`config.mk`:
```
export PLATFORM = sky130hd
export DESIGN_NAME = asg_sweep
export DESIGN_NICKNAME = d
export VERILOG_FILES = /design/src/rtl/asg_pkg.sv /design/src/rtl/asg_sweep_step.sv /design/src/rtl/asg_sweep.sv
export SDC_FILE = /design/constraint.sdc
export NUM_CORES = 1
export LEC_CHECK = 0
export BUFFER_PORTS_ARGS = -buffer_cell sky130_fd_sc_hd__buf_2
export CAP_MARGIN = 20
export CORE_ASPECT_RATIO = 1.25
export CORE_MARGIN = 8
export CORE_UTILIZATION = 55
export CTS_CLUSTER_DIAMETER = 30
export DETAILED_ROUTE_END_ITERATION = 6
export PLACE_DENSITY = 0.84
export SETUP_SLACK_MARGIN = 0.4
export SKIP_LAST_GASP = 1
export SLEW_MARGIN = 10
export SYNTH_ARGS = -nofsm -noshare
export SYNTH_HDL_FRONTEND = slang
export SYNTH_HIERARCHICAL = 1
export SYNTH_SLANG_ARGS = --single-unit
```
`constraint.sdc`:
```
create_clock -name clk -period 22 [get_ports clk]
set_input_delay 2.2 -clock clk [delete_from_list [all_inputs] [get_ports clk]]
set_output_delay 2.2 -clock clk [all_outputs]
set_load 0.02 [all_outputs]
```
`src/rtl/asg_pkg.sv`:
```
// Shared types for the ASG frequency-sweep sequencer.
package asg_pkg;

  localparam int unsigned ASG_CW = 30;
  localparam int unsigned ASG_DW = 32;
  localparam int unsigned ASG_NW = 16;

  typedef enum logic [1:0] {
    SWP_SINGLE   = 2'd0,
    SWP_REPEAT   = 2'd1,
    SWP_PINGPONG = 2'd2
  } asg_swp_mod_t;

  typedef enum logic {
    ST_IDLE = 1'b0,
    ST_RUN  = 1'b1
  } asg_swp_st_t;

endpackage

```
`src/rtl/asg_sweep_step.sv`:
```
// One sweep step: cur +/- inc toward tgt, clamped at tgt using a guard bit so
// the result never wraps. reach flags that the step lands exactly on tgt.
module asg_sweep_step #(
  parameter int unsigned CW = 30
) (
  input  logic [CW-1:0] cur,
  input  logic [CW-1:0] tgt,
  input  logic [CW-1:0] inc,
  input  logic          dir,
  output logic [CW-1:0] nxt,
  output logic          reach
);

  logic [CW:0] sum;
  logic [CW:0] dif;

  always_comb begin
    sum   = {1'b0, cur} + {1'b0, inc};
    dif   = {1'b0, cur} - {1'b0, inc};
    nxt   = tgt;
    if (!dir) begin
      if (sum < {1'b0, tgt}) nxt = sum[CW-1:0];
    end else begin
      // dif[CW] set means the subtraction went below zero
      if (!dif[CW] && (dif > {1'b0, tgt})) nxt = dif[CW-1:0];
    end
    reach = (nxt == tgt);
  end

endmodule

```
`src/rtl/asg_sweep.sv`:
```
// Frequency-sweep sequencer: ramps the ASG step word from beg to end with a
// programmable dwell, in single, repeated or ping-pong mode.
module asg_sweep
  import asg_pkg::*;
#(
  parameter int unsigned CW = ASG_CW,
  parameter int unsigned DW = ASG_DW,
  parameter int unsigned NW = ASG_NW
) (
  input  logic          clk,
  input  logic          rst,
  input  logic          ctl_str,
  input  logic          ctl_stp,
  input  logic [1:0]    cfg_mod,
  input  logic [CW-1:0] cfg_beg,
  input  logic [CW-1:0] cfg_end,
  input  logic [CW-1:0] cfg_inc,
  input  logic [DW-1:0] cfg_dwl,
  input  logic [NW-1:0] cfg_rpt,
  input  logic          cfg_inf,
  output logic [CW-1:0] stp_o,
  output logic          stp_upd,
  output logic          sts_run,
  output logic [NW-1:0] sts_cnt,
  output logic          irq_end
);

  asg_swp_st_t  state_q, state_d;
  asg_swp_mod_t mod_q, mod_d;
  logic [CW-1:0] beg_q, beg_d, fin_q, fin_d, inc_q, inc_d;
  logic [DW-1:0] dwl_q, dwl_d, dwc_q, dwc_d;
  logic [NW-1:0] rpt_q, rpt_d, cnt_q, cnt_d;
  logic          inf_q, inf_d;
  logic [CW-1:0] stp_q, stp_d, tgt_q, tgt_d;
  logic          dir_q, dir_d, at_q, at_d;
  logic          upd_q, upd_d, irq_q, irq_d;

  logic [CW-1:0] tgt_swap;
  logic [CW-1:0] step_nxt, turn_nxt;
  logic          step_rch, turn_rch;

  assign tgt_swap = (tgt_q == fin_q) ? beg_q : fin_q;

  asg_sweep_step #(.CW(CW)) u_step (
    .cur   (stp_q),
    .tgt   (tgt_q),
    .inc   (inc_q),
    .dir   (dir_q),
    .nxt   (step_nxt),
    .reach (step_rch)
  );

  // Ping-pong turnaround: first step back toward the opposite endpoint.
  asg_sweep_step #(.CW(CW)) u_turn (
    .cur   (stp_q),
    .tgt   (tgt_swap),
    .inc   (inc_q),
    .dir   (~dir_q),
    .nxt   (turn_nxt),
    .reach (turn_rch)
  );

  always_comb begin
    state_d = state_q;
    mod_d   = mod_q;
    beg_d   = beg_q;
    fin_d   = fin_q;
    inc_d   = inc_q;
    dwl_d   = dwl_q;
    rpt_d   = rpt_q;
    inf_d   = inf_q;
    stp_d   = stp_q;
    tgt_d   = tgt_q;
    dir_d   = dir_q;
    at_d    = at_q;
    dwc_d   = dwc_q;
    cnt_d   = cnt_q;
    upd_d   = 1'b0;
    irq_d   = 1'b0;

    if (ctl_stp) begin
      state_d = ST_IDLE;
    end else begin
      case (state_q)
        ST_IDLE: begin
          if (ctl_str) begin
            case (cfg_mod)
              2'd1:    mod_d = SWP_REPEAT;
              2'd2:    mod_d = SWP_PINGPONG;
              default: mod_d = SWP_SINGLE;
            endcase
            beg_d   = cfg_beg;
            fin_d   = cfg_end;
            inc_d   = (cfg_inc == '0) ? CW'(1) : cfg_inc;
            dwl_d   = cfg_dwl;
            rpt_d   = cfg_rpt;
            inf_d   = cfg_inf;
            stp_d   = cfg_beg;
            tgt_d   = cfg_end;
            dir_d   = (cfg_end < cfg_beg);
            at_d    = (cfg_end == cfg_beg);
            dwc_d   = '0;
            cnt_d   = '0;
            upd_d   = 1'b1;
            state_d = ST_RUN;
          end
        end
        ST_RUN: begin
          dwc_d = dwc_q + DW'(1);
          if (dwc_q == dwl_q) begin
            dwc_d = '0;
            if (!at_q) begin
              stp_d = step_nxt;
              at_d  = step_rch;
              upd_d = 1'b1;
            end else if ((mod_q == SWP_SINGLE) || (!inf_q && (cnt_q == rpt_q))) begin
              state_d = ST_IDLE;
              irq_d   = 1'b1;
            end else begin
              upd_d = 1'b1;
              if (!inf_q) cnt_d = cnt_q + NW'(1);
              if (mod_q == SWP_PINGPONG) begin
                dir_d = ~dir_q;
                tgt_d = tgt_swap;
                stp_d = turn_nxt;
                at_d  = turn_rch;
              end else begin
                dir_d = (fin_q < beg_q);
                tgt_d = fin_q;
                stp_d = beg_q;
                at_d  = (fin_q == beg_q);
              end
            end
          end
        end
        default: state_d = ST_IDLE;
      endcase
    end
  end

  always_ff @(posedge clk or posedge rst) begin
    if (rst) begin
      state_q <= ST_IDLE;
      mod_q   <= SWP_SINGLE;
      beg_q   <= '0;
      fin_q   <= '0;
      inc_q   <= '0;
      dwl_q   <= '0;
      rpt_q   <= '0;
      inf_q   <= 1'b0;
      stp_q   <= '0;
      tgt_q   <= '0;
      dir_q   <= 1'b0;
      at_q    <= 1'b0;
      dwc_q   <= '0;
      cnt_q   <= '0;
      upd_q   <= 1'b0;
      irq_q   <= 1'b0;
    end else begin
      state_q <= state_d;
      mod_q   <= mod_d;
      beg_q   <= beg_d;
      fin_q   <= fin_d;
      inc_q   <= inc_d;
      dwl_q   <= dwl_d;
      rpt_q   <= rpt_d;
      inf_q   <= inf_d;
      stp_q   <= stp_d;
      tgt_q   <= tgt_d;
      dir_q   <= dir_d;
      at_q    <= at_d;
      dwc_q   <= dwc_d;
      cnt_q   <= cnt_d;
      upd_q   <= upd_d;
      irq_q   <= irq_d;
    end
  end

  assign stp_o   = stp_q;
  assign stp_upd = upd_q;
  assign sts_run = (state_q == ST_RUN);
  assign sts_cnt = cnt_q;
  assign irq_end = irq_q;

endmodule

```
Word-level counts from Yosys, hierarchy flattened. Index checks and enable logic that the tools add are counted.

Eq/ne operators: 16. Add/sub/neg operators: 4. Order comparisons: 6. Bitwise logic cells: 3. Reductions and logical operators: 14. Muxes and demuxes: 56.

Operators with widths (number): $mux 30 (18); $eq 30x30->1 (5); $pmux 30 s2 (2); $mux 16 (5); $mux 32 (2); $pmux 32 s2 (1); $gt 31x30->1 (2); $lt 31x30->1 (2); $lt 30x30->1 (2); $add 32x1->32 const B (1); $eq 32x32->1 (1); $pmux 16 s2 (1); $add 30x30->31 (1); $sub 30x30->31 (1); $logic_not 30->1 (1); $mux 1 (22); $add 16x1->16 const B (1); $eq 16x16->1 (1); $pmux 1 s2 (4); $ne 2x2->1 const B (3); $reduce_and 3->1 (2); $reduce_and 6->1 (1); $reduce_and 5->1 (1); $eq 2x2->1 const B (2); 11 further kinds (17).

Input bits: 145. Logic and storage cells: 115. Output and inout port bits: 49. Bits in registers: 254.

Logic depth before layout (Yosys ltp).
Word-level depth: 12. Depth in mapped cells: 29. Gate-level depth less buffers: 26.

Modules after synthesis. Netlist, hierarchy kept.

By module, submodules not included: asg_sweep (times used 1, cells an instance 1679, seq. area each 6356.1 µm², area each 14431.3 µm²); asg_sweep_step (u_turn) (times used 1, cells an instance 955, seq. area each 0.0 µm², area each 6760.2 µm²); asg_sweep_step (u_step) (times used 1, cells an instance 951, seq. area each 0.0 µm², area each 6605.1 µm²).

Worst setup path before layout. Ideal clock, no wire load.

Path type: flip-flop to flip-flop. From: register stp_q[1] (netlist: stp_o[1]). To: register at_q. Period minus slack after synthesis: 5821 ps. Required time: 21858 ps. Library setup time: 142 ps. Path buffers: 0. Arrival: 5679 ps. Setup slack: 16179 ps. Cell stages (with the launch flop): 24. Cell sequence: dfrtp_1 ha_1 nor2b_1 o311a_4 o21a_4 a211o_1 a2111o_1 a311oi_2 nand3b_1 nand3_2 ha_1 and3_1 a221o_1 o31ai_2 nor2_1 and2_1 or3_1 o32ai_1 nor4bb_1 nor2b_1 nand2_1 o2111ai_1 nand2_1 a31oi_1.

Word-level cells in the longest chain between the ends: 11. Elaborated cells between the ends (all ways): 22. Classes of those cells: add/sub: 2; order compare: 4; eq/ne: 2; mux: 11; reduce/logical: 3.

Ends and longest elaborated chain: from (decl) (line asg_sweep.sv:34) `logic [CW-1:0] stp_q, stp_d, tgt_q, tgt_d;`; from (signal assigned) (line asg_sweep.sv:168) `stp_q <= stp_d;`; $sub 30x30->31 (line asg_sweep_step.sv:19) `dif = {1'b0, cur} - {1'b0, inc};`; $gt 31x30->1 / $logic_not 1->1 (equally long branches) (line asg_sweep_step.sv:25) `if (!dif[CW] && (dif > {1'b0, tgt})) nxt = dif[CW-1:0];`; $logic_and 1x1->1 (line asg_sweep_step.sv:25); $mux 30 (line asg_sweep_step.sv:25); $mux 30 * (line asg_sweep_step.sv:21) `if (!dir) begin`; $eq 30x30->1 * (line asg_sweep_step.sv:27) `reach = (nxt == tgt);`; named net turn_rch (line asg_sweep.sv:40) `logic step_rch, turn_rch;`; $mux 1 * (line asg_sweep.sv:122) `if (mod_q == SWP_PINGPONG) begin`; $mux 1 * (line asg_sweep.sv:116) `end else if ((mod_q == SWP_SINGLE) || (!inf_q && (cnt_q == rpt_q))) begin`; $mux 1 * (line asg_sweep.sv:112) `if (!at_q) begin`; $mux 1 * (line asg_sweep.sv:110) `if (dwc_q == dwl_q) begin`; $pmux 1 s2 * (line asg_sweep.sv:84) `case (state_q)`; to (signal assigned) (line asg_sweep.sv:171) `at_q <= at_d;`; to (decl) (line asg_sweep.sv:35) `logic dir_q, dir_d, at_q, at_d;`.

Mark *: on every way through the listed nets, which the timed path passes. The rest lies on a longest branch. The select of a mux whose other input is x is not followed. A chain may end at the register's enable or synchronous reset.

Worst setup path in the final report.
From: register inc_q[1]. To: register at_q.

Word-level cells in the longest chain between the ends: 11. Elaborated cells between the ends (all ways): 22. Classes of those cells: add/sub: 2; order compare: 4; eq/ne: 2; mux: 11; reduce/logical: 3.

Ends and longest elaborated chain: from (decl) (line asg_sweep.sv:30) `logic [CW-1:0] beg_q, beg_d, fin_q, fin_d, inc_q, inc_d;`; from (signal assigned) (line asg_sweep.sv:164) `inc_q <= inc_d;`; $sub 30x30->31 (line asg_sweep_step.sv:19); $gt 31x30->1 / $logic_not 1->1 (equally long branches) (line asg_sweep_step.sv:25); $logic_and 1x1->1 (line asg_sweep_step.sv:25); $mux 30 (line asg_sweep_step.sv:25); $mux 30 * (line asg_sweep_step.sv:21); $eq 30x30->1 * (line asg_sweep_step.sv:27); named net turn_rch (line asg_sweep.sv:40); $mux 1 * (line asg_sweep.sv:122); $mux 1 * (line asg_sweep.sv:116); $mux 1 * (line asg_sweep.sv:112); $mux 1 * (line asg_sweep.sv:110); $pmux 1 s2 * (line asg_sweep.sv:84).

Marked as above.

==> out/summary.txt <==
vias in the first global route: 28200
Fin Setup TNS: 0 ns
synth top area cells: dfrtp_1, ha_1, nand2_1
R2R Path End: at_q
Critical Path Start Type: register
kind of critical path: register to register
asr flop ratio synth: 100%
DRT Pass-1 Iters: 6
first-pass GRT wire length: 176 mm
DR vias: 29500
worst hold stages: 2
final hold vios: 0
fraction of layout cells with a size suffix above 1: 12.8%
r2r startpoint: inc_q[1]
Die H: 267 um
Post-Route WL: 118 mm
Hold Buf Count CTS: 0
most crowded layer after global routing: met2
Ports: 194
Mapped Cells: 3585
Clock Tree Buf Depth: 3
syn nets: 4034
Setup-failing EPs final: 0
Critical Path Sink Type: register
sequential share of the synthesized area: 22.9%
CTS Buf Count: 58
P_leak: 14.6 nW
most common cell after layout, fill and taps aside: nand2_1
starting density of the core: 55.4%
post-CTS resize count: 0
DRC Markers: 0
Distinct cells, synth: 122
pins over their slew limit: 0
Synth Area per Inst: 7.75 um2
#FFs+latches synth: 254
ANT nets after route: 0
row count: 92
outcome: completed
number of H-tree levels: 2
wire per inst: 26.9 um
Place WS: 14.46 ns
met2 Track Usage GR: 62.1%
Die Wd: 217 um
CP arrival: 8.25 ns
pwr dens: 191 nW/um2
met3 usage in global routing: 8.81%
CTS root buf: clkbuf_16
met1 Use GR: 45.3%
Post-synth EDFFs: 0
DR iter-0 viols: 3626
Least-Margin Pin Slew: 1.19 ns
Area growth syn-to-layout: 12.4%
cells on worst reg2reg path: 25
worst vdd ir: 87.3 uV
synthesized cell area: 27800 um2
HP Start: rpt_q[2]
Reg2Reg Setup Slack: 14.28 ns
Final min period: 7.72 ns
Vias/cell: 6.70
Tcrit/Tclk final: 35.1%
synth warn: 6
WP data required: 22.53 ns
Post-synth top flop: dfrtp_1
initial antenna violation count: 7
max-cap violations: 0
HPWL Detailed: 92.4 mm
clk sinks: 254
Worst-path clk slew: 0.06 ns
Synth top area share: 22.9%
Critical Path Start: inc_q[1]
Synth area leader: dfrtp_1
Slew headroom: 19.8%
Hold/Removal Path Class: register to register
post-layout util: 62.3%
placed cell area: 29100 um2
Skew-Pair Late Insertion Delay: 0.64 ns
Final Skew: 0.0512 ns
CTS tree: built
Max Freq: 129 MHz
Core ar.: 50200 um2
die area: 58000 um2
Final WS setup: 14.28 ns
worst-path fanout max: 24
Total GRT Usage: 39.4%
post-route cell area: 31200 um2
final net count: 4141
total gr overflow: 0
RSZ-0062 raised after global routing: no
most frequent cells in the layout: nand2_1, ha_1, inv_1
# Post-CTS Setup Buffers: 0
GPL Wtd Cong: 1.14
hold slack: 0.492 ns
IO Port Bufs: 193
largest net degree at the start of global routing: 130
hold path endpoint: rpt_q[2]
sequential cells by signal, indices dropped and copies added (netlist names), 2 cells and up:
signal	flops
dwc_q	32
dwl_q	32
beg_q	30
fin_q	30
inc_q	30
stp_o	30
tgt_q	30
rpt_q	16
sts_cnt	16
mod_q	2
cell usage after synthesis, drive strengths merged (25+ instances only):
| master | n |
|---|---|
| or3 | 25 |
| o22ai | 36 |
| a31oi | 37 |
| and3 | 40 |
| xnor2 | 133 |
| xor2 | 110 |
| nor2 | 235 |
| a211oi | 62 |
| nand3 | 63 |
| a21o | 43 |
| buf | 64 |
| nor2b | 33 |
| nand2b | 27 |
| nand4 | 62 |
| o31ai | 27 |
| clkbuf | 111 |
| a221oi | 25 |
| mux2 | 62 |
| inv | 282 |
| o21ai | 213 |
| a21oi | 204 |
| nor3 | 70 |
| nor4 | 69 |
| ha | 300 |
| nand2 | 608 |
| dfrtp | 254 |
| o211ai | 79 |
power by group:
part,switching [mW],internal (mW),total (mW)
Combinational,2.81,1.48,4.29
Clock,0.318,0.635,0.953
Sequential,0.180,0.552,0.733
layout make-up:
cell class / count / area, um2
timing repair buffer: 222 / 1180
antenna: 2 / 5.00
fill: 4503 / 18900
multi-input combinational: 2873 / 19600
tap: 658 / 823
sequential: 254 / 6360
clock inverter: 43 / 634
clock buffer: 66 / 1530
inverter: 283 / 1070
how the worst max path moves through the flow:
stage                     cells after the start  slack [ns]    to
after floorplan                               1       12.82  at_q
after global placement                       26       14.57  at_q
after detailed placement                     25       14.46  at_q
after CTS                                    25       14.37  at_q
after global routing                         25       13.80  at_q
final                                        25       14.28  at_q
worst max-delay path: stages, from the launching register on:
cell and delay [ns]:
dfrtp_1 0.57, inv_1 0.11, ha_1 0.33, nor2b_1 0.06, o211ai_1 0.39, a21oi_2 0.16
o211a_1 0.32, or3_4 0.38, a211o_1 0.35, a221o_1 0.37, xnor2_2 0.19, ha_1 0.35
nand4_1 0.14, nor4_1 0.44, nand4_1 0.29, o22ai_4 0.37, or2_1 0.90, nand2_1 0.48
o21a_1 0.22, a2111oi_0 0.38, nand4_1 0.16, nor2b_1 0.14, nand2_1 0.10, o2111ai_1 0.12
nand2_1 0.07, a31oi_1 0.20
per-stage QoR:
| step | power (mW) | cells |
|---|---|---|
| final | 5.97 | 4401 |
| after CTS | 5.78 | 4399 |
| after global placement | 4.81 | 4290 |
| after floorplan | 3.53 | 3585 |
| after global routing | 6.26 | 4399 |
| after detailed placement | 4.80 | 4290 |
routing by layer:
layer / wire length [um] / vias up
met1: 42800 / 13900
li1: - / 13100
met3: 11700 / 563
met5: 46 / -
met4: 12400 / 6
met2: 51500 / 1918
kinds of logic after synthesis:
group / Yosys count / share of synthesized area [%]
buffers and inverters: 458 / 6.66
AO/OA/AOI/OAI: 951 / 23.9
AND/OR/NAND/NOR: 1298 / 21.8
flip-flops: 254 / 22.9
XOR/XNOR: 249 / 8.20
adder cells (fa/ha/maj): 304 / 13.8
multiplexers: 71 / 2.84
Power figures use the tool's default switching activity.
